$ cat src/rtl/regfile_wb_arbiter_if.sv
// Bundles the pipeline, mult/div, register-file write and pending-write query
// signals of regfile_wb_arbiter. The arbiter connects to the slave modport.
interface regfile_wb_arbiter_if #(
  parameter int DATA_W = 32,
  parameter int SEL_W  = 5
);
  // Valid/ready: a transfer happens at a rising CLK edge when valid && ready.
  // Ready never depends on the matching valid, and a requester holds valid and
  // its payload stable until the transfer happens.
  logic              p_valid;
  logic [SEL_W-1:0]  p_sel;
  logic [DATA_W-1:0] p_dat;
  logic              p_ready;

  logic              m_valid;
  logic [SEL_W-1:0]  m_sel;
  logic [DATA_W-1:0] m_dat;
  logic              m_ready;

  logic              rf_wen;
  logic [SEL_W-1:0]  rf_wsel;
  logic [DATA_W-1:0] rf_wdat;

  logic [SEL_W-1:0]  q_sel;
  logic              q_hit;
  logic [DATA_W-1:0] q_dat;

  modport slave (
    input  p_valid, p_sel, p_dat, m_valid, m_sel, m_dat, q_sel,
    output p_ready, m_ready, rf_wen, rf_wsel, rf_wdat, q_hit, q_dat
  );

  modport master (
    output p_valid, p_sel, p_dat, m_valid, m_sel, m_dat, q_sel,
    input  p_ready, m_ready, rf_wen, rf_wsel, rf_wdat, q_hit, q_dat
  );
endinterface

$ cat src/rtl/regfile_wb_arbiter.sv
// Shares the register-file write port between pipeline writeback and a one-entry
// mult/div holding buffer. Define REGARB_QUERY_EN to build the pending-write query.
module regfile_wb_arbiter #(
  parameter int STARVE_MAX = 3,
  parameter int DATA_W     = 32,
  parameter int SEL_W      = 5
) (
  input  logic                 CLK,
  input  logic                 nRST,
  regfile_wb_arbiter_if.slave  bus
);

  localparam logic [3:0] STARVE_LIM = 4'(STARVE_MAX);

  logic              hold_valid;
  logic [SEL_W-1:0]  hold_sel;
  logic [DATA_W-1:0] hold_dat;
  logic [3:0]        starve_cnt;

  logic              rf_wen_q;
  logic [SEL_W-1:0]  rf_wsel_q;
  logic [DATA_W-1:0] rf_wdat_q;

  logic force_hold;
  logic p_grant;
  logic h_grant;
  logic squash;
  logic m_load;

  // Grant decision; the pipeline wins unless the held result has starved.
  always_comb begin
    force_hold = hold_valid && (starve_cnt == STARVE_LIM);
    p_grant    = bus.p_valid && !force_hold;
    h_grant    = !p_grant && hold_valid;
    squash     = p_grant && hold_valid && (bus.p_sel == hold_sel) && (bus.p_sel != '0);
    m_load     = bus.m_valid && !hold_valid;
  end

  assign bus.p_ready = !force_hold;
  assign bus.m_ready = !hold_valid;

  // Registered write port; select/data hold their value on idle cycles.
  always_ff @(posedge CLK) begin
    if (!nRST) begin
      rf_wen_q  <= 1'b0;
      rf_wsel_q <= '0;
      rf_wdat_q <= '0;
    end else if (p_grant) begin
      rf_wen_q  <= (bus.p_sel != '0);
      rf_wsel_q <= bus.p_sel;
      rf_wdat_q <= bus.p_dat;
    end else if (h_grant) begin
      rf_wen_q  <= (hold_sel != '0);
      rf_wsel_q <= hold_sel;
      rf_wdat_q <= hold_dat;
    end else begin
      rf_wen_q  <= 1'b0;
    end
  end

  assign bus.rf_wen  = rf_wen_q;
  assign bus.rf_wsel = rf_wsel_q;
  assign bus.rf_wdat = rf_wdat_q;

  // A younger pipeline write to the same register makes the held result dead.
  always_ff @(posedge CLK) begin
    if (!nRST) begin
      hold_valid <= 1'b0;
      hold_sel   <= '0;
      hold_dat   <= '0;
    end else if (h_grant || squash) begin
      hold_valid <= 1'b0;
    end else if (m_load) begin
      hold_valid <= 1'b1;
      hold_sel   <= bus.m_sel;
      hold_dat   <= bus.m_dat;
    end
  end

  always_ff @(posedge CLK) begin
    if (!nRST) begin
      starve_cnt <= '0;
    end else if (!hold_valid || h_grant || squash) begin
      starve_cnt <= '0;
    end else if (p_grant && (starve_cnt != STARVE_LIM)) begin
      starve_cnt <= starve_cnt + 4'd1;
    end
  end

`ifdef REGARB_QUERY_EN
  logic q_match;
  assign q_match   = hold_valid && (hold_sel == bus.q_sel) && (bus.q_sel != '0);
  assign bus.q_hit = q_match;
  assign bus.q_dat = q_match ? hold_dat : '0;
`else
  logic unused_q_sel;
  assign unused_q_sel = ^bus.q_sel;
  assign bus.q_hit    = 1'b0;
  assign bus.q_dat    = '0;
`endif

endmodule

$ cat src/flat_wrapper.sv
// flat-port wrapper written by rule: the top's interface ports become plain ports
module regfile_wb_arbiter_flat 
#(
  parameter int STARVE_MAX = 3,
  parameter int DATA_W     = 32,
  parameter int SEL_W      = 5
)
  (CLK, nRST, bus_p_valid, bus_p_sel, bus_p_dat, bus_m_valid, bus_m_sel, bus_m_dat, bus_q_sel, bus_p_ready, bus_m_ready, bus_rf_wen, bus_rf_wsel, bus_rf_wdat, bus_q_hit, bus_q_dat);
  regfile_wb_arbiter_if #(.DATA_W(DATA_W), .SEL_W(SEL_W)) bus_i ();
  input  logic CLK;
  input  logic nRST;
  input wire logic [$bits(bus_i.p_valid)-1:0] bus_p_valid;
  input wire logic [$bits(bus_i.p_sel)-1:0] bus_p_sel;
  input wire logic [$bits(bus_i.p_dat)-1:0] bus_p_dat;
  input wire logic [$bits(bus_i.m_valid)-1:0] bus_m_valid;
  input wire logic [$bits(bus_i.m_sel)-1:0] bus_m_sel;
  input wire logic [$bits(bus_i.m_dat)-1:0] bus_m_dat;
  input wire logic [$bits(bus_i.q_sel)-1:0] bus_q_sel;
  output wire logic [$bits(bus_i.p_ready)-1:0] bus_p_ready;
  output wire logic [$bits(bus_i.m_ready)-1:0] bus_m_ready;
  output wire logic [$bits(bus_i.rf_wen)-1:0] bus_rf_wen;
  output wire logic [$bits(bus_i.rf_wsel)-1:0] bus_rf_wsel;
  output wire logic [$bits(bus_i.rf_wdat)-1:0] bus_rf_wdat;
  output wire logic [$bits(bus_i.q_hit)-1:0] bus_q_hit;
  output wire logic [$bits(bus_i.q_dat)-1:0] bus_q_dat;
  assign bus_i.p_valid = bus_p_valid;
  assign bus_i.p_sel = bus_p_sel;
  assign bus_i.p_dat = bus_p_dat;
  assign bus_i.m_valid = bus_m_valid;
  assign bus_i.m_sel = bus_m_sel;
  assign bus_i.m_dat = bus_m_dat;
  assign bus_i.q_sel = bus_q_sel;
  assign bus_p_ready = bus_i.p_ready;
  assign bus_m_ready = bus_i.m_ready;
  assign bus_rf_wen = bus_i.rf_wen;
  assign bus_rf_wsel = bus_i.rf_wsel;
  assign bus_rf_wdat = bus_i.rf_wdat;
  assign bus_q_hit = bus_i.q_hit;
  assign bus_q_dat = bus_i.q_dat;
  regfile_wb_arbiter #(.STARVE_MAX(STARVE_MAX), .DATA_W(DATA_W), .SEL_W(SEL_W)) u_core (.CLK(CLK), .nRST(nRST), .bus(bus_i));
endmodule
$ cat config.mk
export PLATFORM = sky130hd
export DESIGN_NAME = regfile_wb_arbiter_flat
export DESIGN_NICKNAME = d
export VERILOG_FILES = /design/src/rtl/regfile_wb_arbiter_if.sv /design/src/rtl/regfile_wb_arbiter.sv /design/src/flat_wrapper.sv
export SDC_FILE = /design/constraint.sdc
export NUM_CORES = 1
export LEC_CHECK = 0
export ABC_AREA = 0
export CELL_PAD_IN_SITES_DETAIL_PLACEMENT = 1
export CELL_PAD_IN_SITES_GLOBAL_PLACEMENT = 1
export CORE_MARGIN = 4
export CORE_UTILIZATION = 33
export CTS_BUF_LIST = sky130_fd_sc_hd__clkbuf_8
export CTS_CLUSTER_SIZE = 24
export DETAILED_ROUTE_END_ITERATION = 10
export PLACE_DENSITY_LB_ADDON = 0.1
export SYNTH_ARGS = -nofsm -noshare
export SYNTH_HDL_FRONTEND = slang
export SYNTH_SLANG_ARGS = --single-unit
export TNS_END_PERCENT = 50
$ cat constraint.sdc
create_clock -name CLK -period 3.6 [get_ports CLK]
set_clock_uncertainty 0.1 [all_clocks]
set_input_delay 0.36 -clock CLK [delete_from_list [all_inputs] [get_ports CLK]]
set_output_delay 0.36 -clock CLK [all_outputs]
set_load 0.02 [all_outputs]
---- Yosys cells after proc, flatten, opt, wreduce, memory -nomap -nowiden ----
Cells that the tools add are included.
storage, ports and cells
  bits in registers ....................... 80
  input bits .............................. 83
  output and inout bits ................... 73
  logic and storage cells ................. 39
cells by class
  add/subtract/negate cells ............... 1
  equality and inequality tests ........... 3
  muxes and demuxes ....................... 6
  bitwise operators ....................... 2
  reductions and logical operators ........ 20
operators by type and width
  kind                                                 count
  2-to-1 mux 32 bit                                    2
  2-to-1 mux 5 bit                                     2
  nonzero test 5 bit                                   2
  logical AND 1 bit                                    8
  equality test 5 bit                                  1
  adder 4 x 1 -> 4 bit, second input constant          1
  equality test 4 x 2 -> 1 bit, second input constant  1
  != test 4 x 2 -> 1 bit, second input constant        1
  OR reduction 2 bit                                   2
  zero test 1 bit                                      3
  logical OR 1 bit                                     3
  2-to-1 mux 1 bit                                     2
  inverter 1 bit                                       2
  AND reduction 2 bit                                  1
  nonzero test 2 bit                                   1

---- Depth between registers and ports, before layout ----
  depth in word-level cells ............... 10
  depth in mapped cells ................... 7
  depth with buffers taken out ............ 5

---- Worst setup path before layout ----
Ideal clock, no wire load.
  kind .................................... register -> register
  start point ............................. reg u_core.starve_cnt[0]
  end point ............................... reg u_core.rf_wdat_q[16], in the netlist u_core.bus.rf_wdat[16]
  library setup time ...................... 120 ps
  data arrival time ....................... 1393 ps
  required time ........................... 3380 ps
  slack ................................... 1987 ps
  cell stages (with the launch flop) ...... 8
  buffers on the path ..................... 2
  period minus slack after synthesis ...... 1613 ps
  cells stage by stage .................... dfxtp_1 ha_1 nand4bb_2 and2_1 buf_6 buf_2 nand2_1 a21boi_1
on the way
  cells in the longest elaborated chain, start to end .. 7
  elaborated cells between the ends (all ways) .. 8
  classes of those cells .................. eq/ne: 1; mux: 1; reduce/logical: 6
RTL lines
  element                           RTL line                  text
  from (decl)                       regfile_wb_arbiter.sv:18  logic [3:0] starve_cnt;
  from (signal assigned)            regfile_wb_arbiter.sv:86  starve_cnt <= starve_cnt + 4'd1;
  equality test 4 x 2 -> 1 bit (*)  regfile_wb_arbiter.sv:32  force_hold = hold_valid && (starve_cnt == STARVE_LIM);
  logical AND 1 bit (*)             regfile_wb_arbiter.sv:32
  zero test 1 bit (*)               n/a
  via bus_p_ready                   flat_wrapper.sv:19        output wire logic [$bits(bus_i.p_ready)-1:0] bus_p_ready;
  logical AND 1 bit (*)             regfile_wb_arbiter.sv:33  p_grant = bus.p_valid && !force_hold;
  zero test 1 bit                   regfile_wb_arbiter.sv:34  h_grant = !p_grant && hold_valid;
  logical AND 1 bit                 regfile_wb_arbiter.sv:34
  nonzero test 2 bit (no line)      n/a
  to (signal assigned)              regfile_wb_arbiter.sv:51  rf_wdat_q <= bus.p_dat;
  to (signal assigned)              regfile_wb_arbiter.sv:55  rf_wdat_q <= hold_dat;
  to (decl)                         regfile_wb_arbiter.sv:22  logic [DATA_W-1:0] rf_wdat_q;
The timed path passes the listed nets; every way through them passes the cells marked *.
A chain may end at the register's enable or synchronous reset.

---- Worst setup path in the final report ----
  start point ............................. reg u_core.starve_cnt[0]
  end point ............................... out bus_p_ready
on the way
  cells in the longest elaborated chain, start to end .. 3
RTL lines
  element                       RTL line                  text
  equality test 4 x 2 -> 1 bit  regfile_wb_arbiter.sv:32
  logical AND 1 bit             regfile_wb_arbiter.sv:32
  zero test 1 bit               regfile_wb_arbiter.sv:39  assign bus.p_ready = !force_hold;
  to (decl)                     flat_wrapper.sv:19
No other way between the ends.

==> metrics.md <==
| Metric | Value |
|---|---|
| Min Tclk post-route | between 2 and 2.5 ns |
| Fillers | 1236 |
| Type of origin of the critical path | flop |
| Die area | 12400 µm² |
| Finished Cell Area | 4860 µm² |
| Via density | 4.65 |
| Vias | 3004 |
| Synth Register Bits | 80 |
| Mapped Area | 3530 µm² |
| Power density over the cells | slightly above 400 nW/µm² |
| Part of the cycle the worst path needs | 59.9% |
| Largest net degree at the start of global routing | 58 |
| DRT iter0 DRCs | 100 |
| # diodes | 0 |
| Share of cells above drive strength 1 | 6.27% |
| CTS Buf Count | 9 |
| Number of global-route vias before repair | 3137 |
| Hold_buf cts | 0 |
| CTS tree | done |
| Detail Route Antenna Nets | 0 |
| Setup slack at placement | 1.23 ns |
| Initial core utilization | 34.0% |
| CP Cell Sequence | ha_1, nand4bb_2, clkdlybuf4s50_1 |
| Clock Pin Slew Worst Setup and Hold Paths | 0.08 ns |
| CP required | 3.14 ns |
| Core area | 10400 µm² |
| CTS Root Cell | clkbuf_8 |
| Top cell type's share of synthesized area | 45.4% |
| Synth area leader | dfxtp_1 |
| Maximum vdd drop | just over 0.0002 V |
| Hold Worst Slack | roughly 0.36 ns |
| Layout net count | just under 600 |
| WL/cell | 15.4 µm |
| Fmax achieved | 464 MHz |
| Die X | 111 µm |
| Worst skew pair latency | ~0.34 ns |
| Slew HR | 35.5% |
| Status | finished, final reports clean |
| Synth warn | 0 |
| Top Ports | 156 |
| Die Ht | approximately 110 µm |
| Gr usage total | 16.0% |
| CP Data Arrival Time | 1.70 ns |
| Post-Syn Area per Cell | 8.84 µm² |
| Row count | 37 |
| Overflow after GRT | 0 |
| Crit path max-delay cell type | clkdlybuf4s50_1 |
| Max-Cap Viols | 0 |
| Maximum clock insertion buffer count | 2 |
| Placed Area | 4650 µm² |
| Post-synth cell types | 34 |
| First-pass GRT wire length | 16100 µm |
| Syn Inst Count | 399 |
| Hold Crit Class | flop to flop |
| Placed cell count | 630 |
| Register area share after synthesis | a little under half |
| Hold Violations, Final | 0 |
| I/O Buffers | about 120 |
| Clock sinks | 80 |
| Routed WL | around 10000 µm |
| Crit end category | primary output |
| Area grow syn2layout | 37.7% |
| Htree depth | 3 |
| Setup ws final | roughly 1.4 ns |
| Fin Setup TNS | 0 ns |
| HPWL after detailed placement | 6840 µm |
| Postcts setup bufs | 0 |
| CP Class | flop to primary output |
| Initial antenna violation count | 0 |
| Worst-Margin Slew | 0.966 ns |
| Top cells by area, synth | dfxtp_1 45%, nand2_1 12%, a21boi_0 11% |
| Max-slew violation count | 0 |
| Final cell count without fillers | 646 |
| RSZ-0062 raised after global routing | no |
| Critical-path maximum fanout | 3 |
| Pre-Repair DR Iteration Count | 4 |
| PostCTS Resize Cnt | 0 |
| Cell leakage power | about 1.8 nW |
| RD Place Congestion | 0.717 |
| Setup violators final | 0 |
| Residual DRC count | 0 |
| Critical path's largest stage delay | 0.59 ns |
critical path, delay by kind of cell, from the launching register on:
| family | cells | cell delay (ns) |
|---|---|---|
| flip-flops | 1 | 0.37 |
| buffers and inverters | 1 | 0.59 |
| adder cells (fa/ha/maj) | 1 | 0.22 |
| AND/OR/NAND/NOR | 1 | 0.18 |
sequential cells by signal (all words and copies together) (netlist names):
name                cells
u_core.bus.rf_wen       1
u_core.hold_valid       1
u_core.starve_cnt       4
u_core.hold_sel         5
u_core.hold_dat        32
u_core.bus.rf_wdat     32
u_core.bus.rf_wsel      5
cells by family (layout without fill, tap and decap cells):
family,count (synthesis),count (layout),synth area share (%)
DFF,80,80,45.4
adders and majority gates,1,1,0.355
AOI/OAI and AO/OA,118,118,25.2
and+or+nand+nor,131,131,16.0
buffers and inverters,62,141,11.5
xor gates and xnor gates,6,6,1.49
other,1,33,0.106
area by class of cell:
| cell class | count | area, µm² | area share (%) |
|---|---|---|---|
| Clock buffer | 10 | 138 | 2.83 |
| Clock inverter | 6 | 67.6 | 1.39 |
| Inverter | 2 | 7.51 | 0.155 |
| Multi-Input combinational cell | 289 | 1660 | 34.2 |
| Sequential cell | 80 | 1600 | 33.0 |
| Tap cell | 136 | 170 | 3.50 |
| Timing Repair Buffer | 123 | 1210 | 24.9 |
through the flow:
step	util, %	power [W]
final	46.8	0.00200
after global routing	46.8	0.00210
after CTS	46.8	0.00203
after detailed placement	44.8	0.00135
after global placement	44.8	0.00134
after floorplan	-	0.00120
placed cells by master, fill, tap and decap left out, drive strengths merged, types with 4 or more instances in the layout:
master and instances:
inv 4, buf 7, clkdlybuf4s50 116, xnor2 5, a21boi 75, clkbuf 10, nand2 115, nor3 4
dfxtp 80, a22oi 37, conb 33
power breakdown:
group | switching (W) | leakage [nW] | internal, W
Clock | 0.000335 | 0.104 | 0.000342
Combinational | 0.000185 | 1.04 | 0.000173
Sequential | 0.0000308 | 0.658 | 0.000935
worst paths after layout:
kind,from,end,slack (ns),cells past startpoint
min reg2reg,u_core.hold_dat[27]$_SDFFE_PN0P_,u_core.hold_dat[27]$_SDFFE_PN0P_,0.36,2
max,u_core.starve_cnt[0]$_SDFFE_PP0P_,bus_p_ready,1.44,3
min,u_core.hold_dat[27]$_SDFFE_PN0P_,u_core.hold_dat[27]$_SDFFE_PN0P_,0.36,2
max reg2reg,u_core.hold_valid$_SDFFE_PP0P_,u_core.bus.rf_wdat[5]$_SDFFE_PN0P_,1.57,5
routing by layer:
metal | global-route usage, % | part of all wire, %
met3 | 4.08 | 5.3
met4 | 3.89 | 0.72
met5 | 0 | 0
met2 | 27.9 | 49
met1 | 19.7 | 45
Yosys cell counts:
master	n
xnor2_1	5
clkbuf_1	9
buf_6	3
nand3_1	1
a21boi_0	54
nor2_2	1
xor2_1	1
nor3b_2	1
ha_1	1
nor3_2	2
nor2b_1	2
o311a_1	1
o21ai_2	1
and2_1	1
or4_1	1
nand2_1	115
buf_4	36
a21oi_1	1
conb_1	1
nand4_1	1
o21a_1	2
a22oi_1	37
nor3_1	2
a21boi_1	21
inv_2	1
inv_1	1
nor2_4	1
nor3b_1	1
o31ai_1	1
dfxtp_1	80
buf_2	11
buf_1	1
nand4bb_2	1
or4_4	1
No activity file was read; power rests on OpenSTA's default activity.
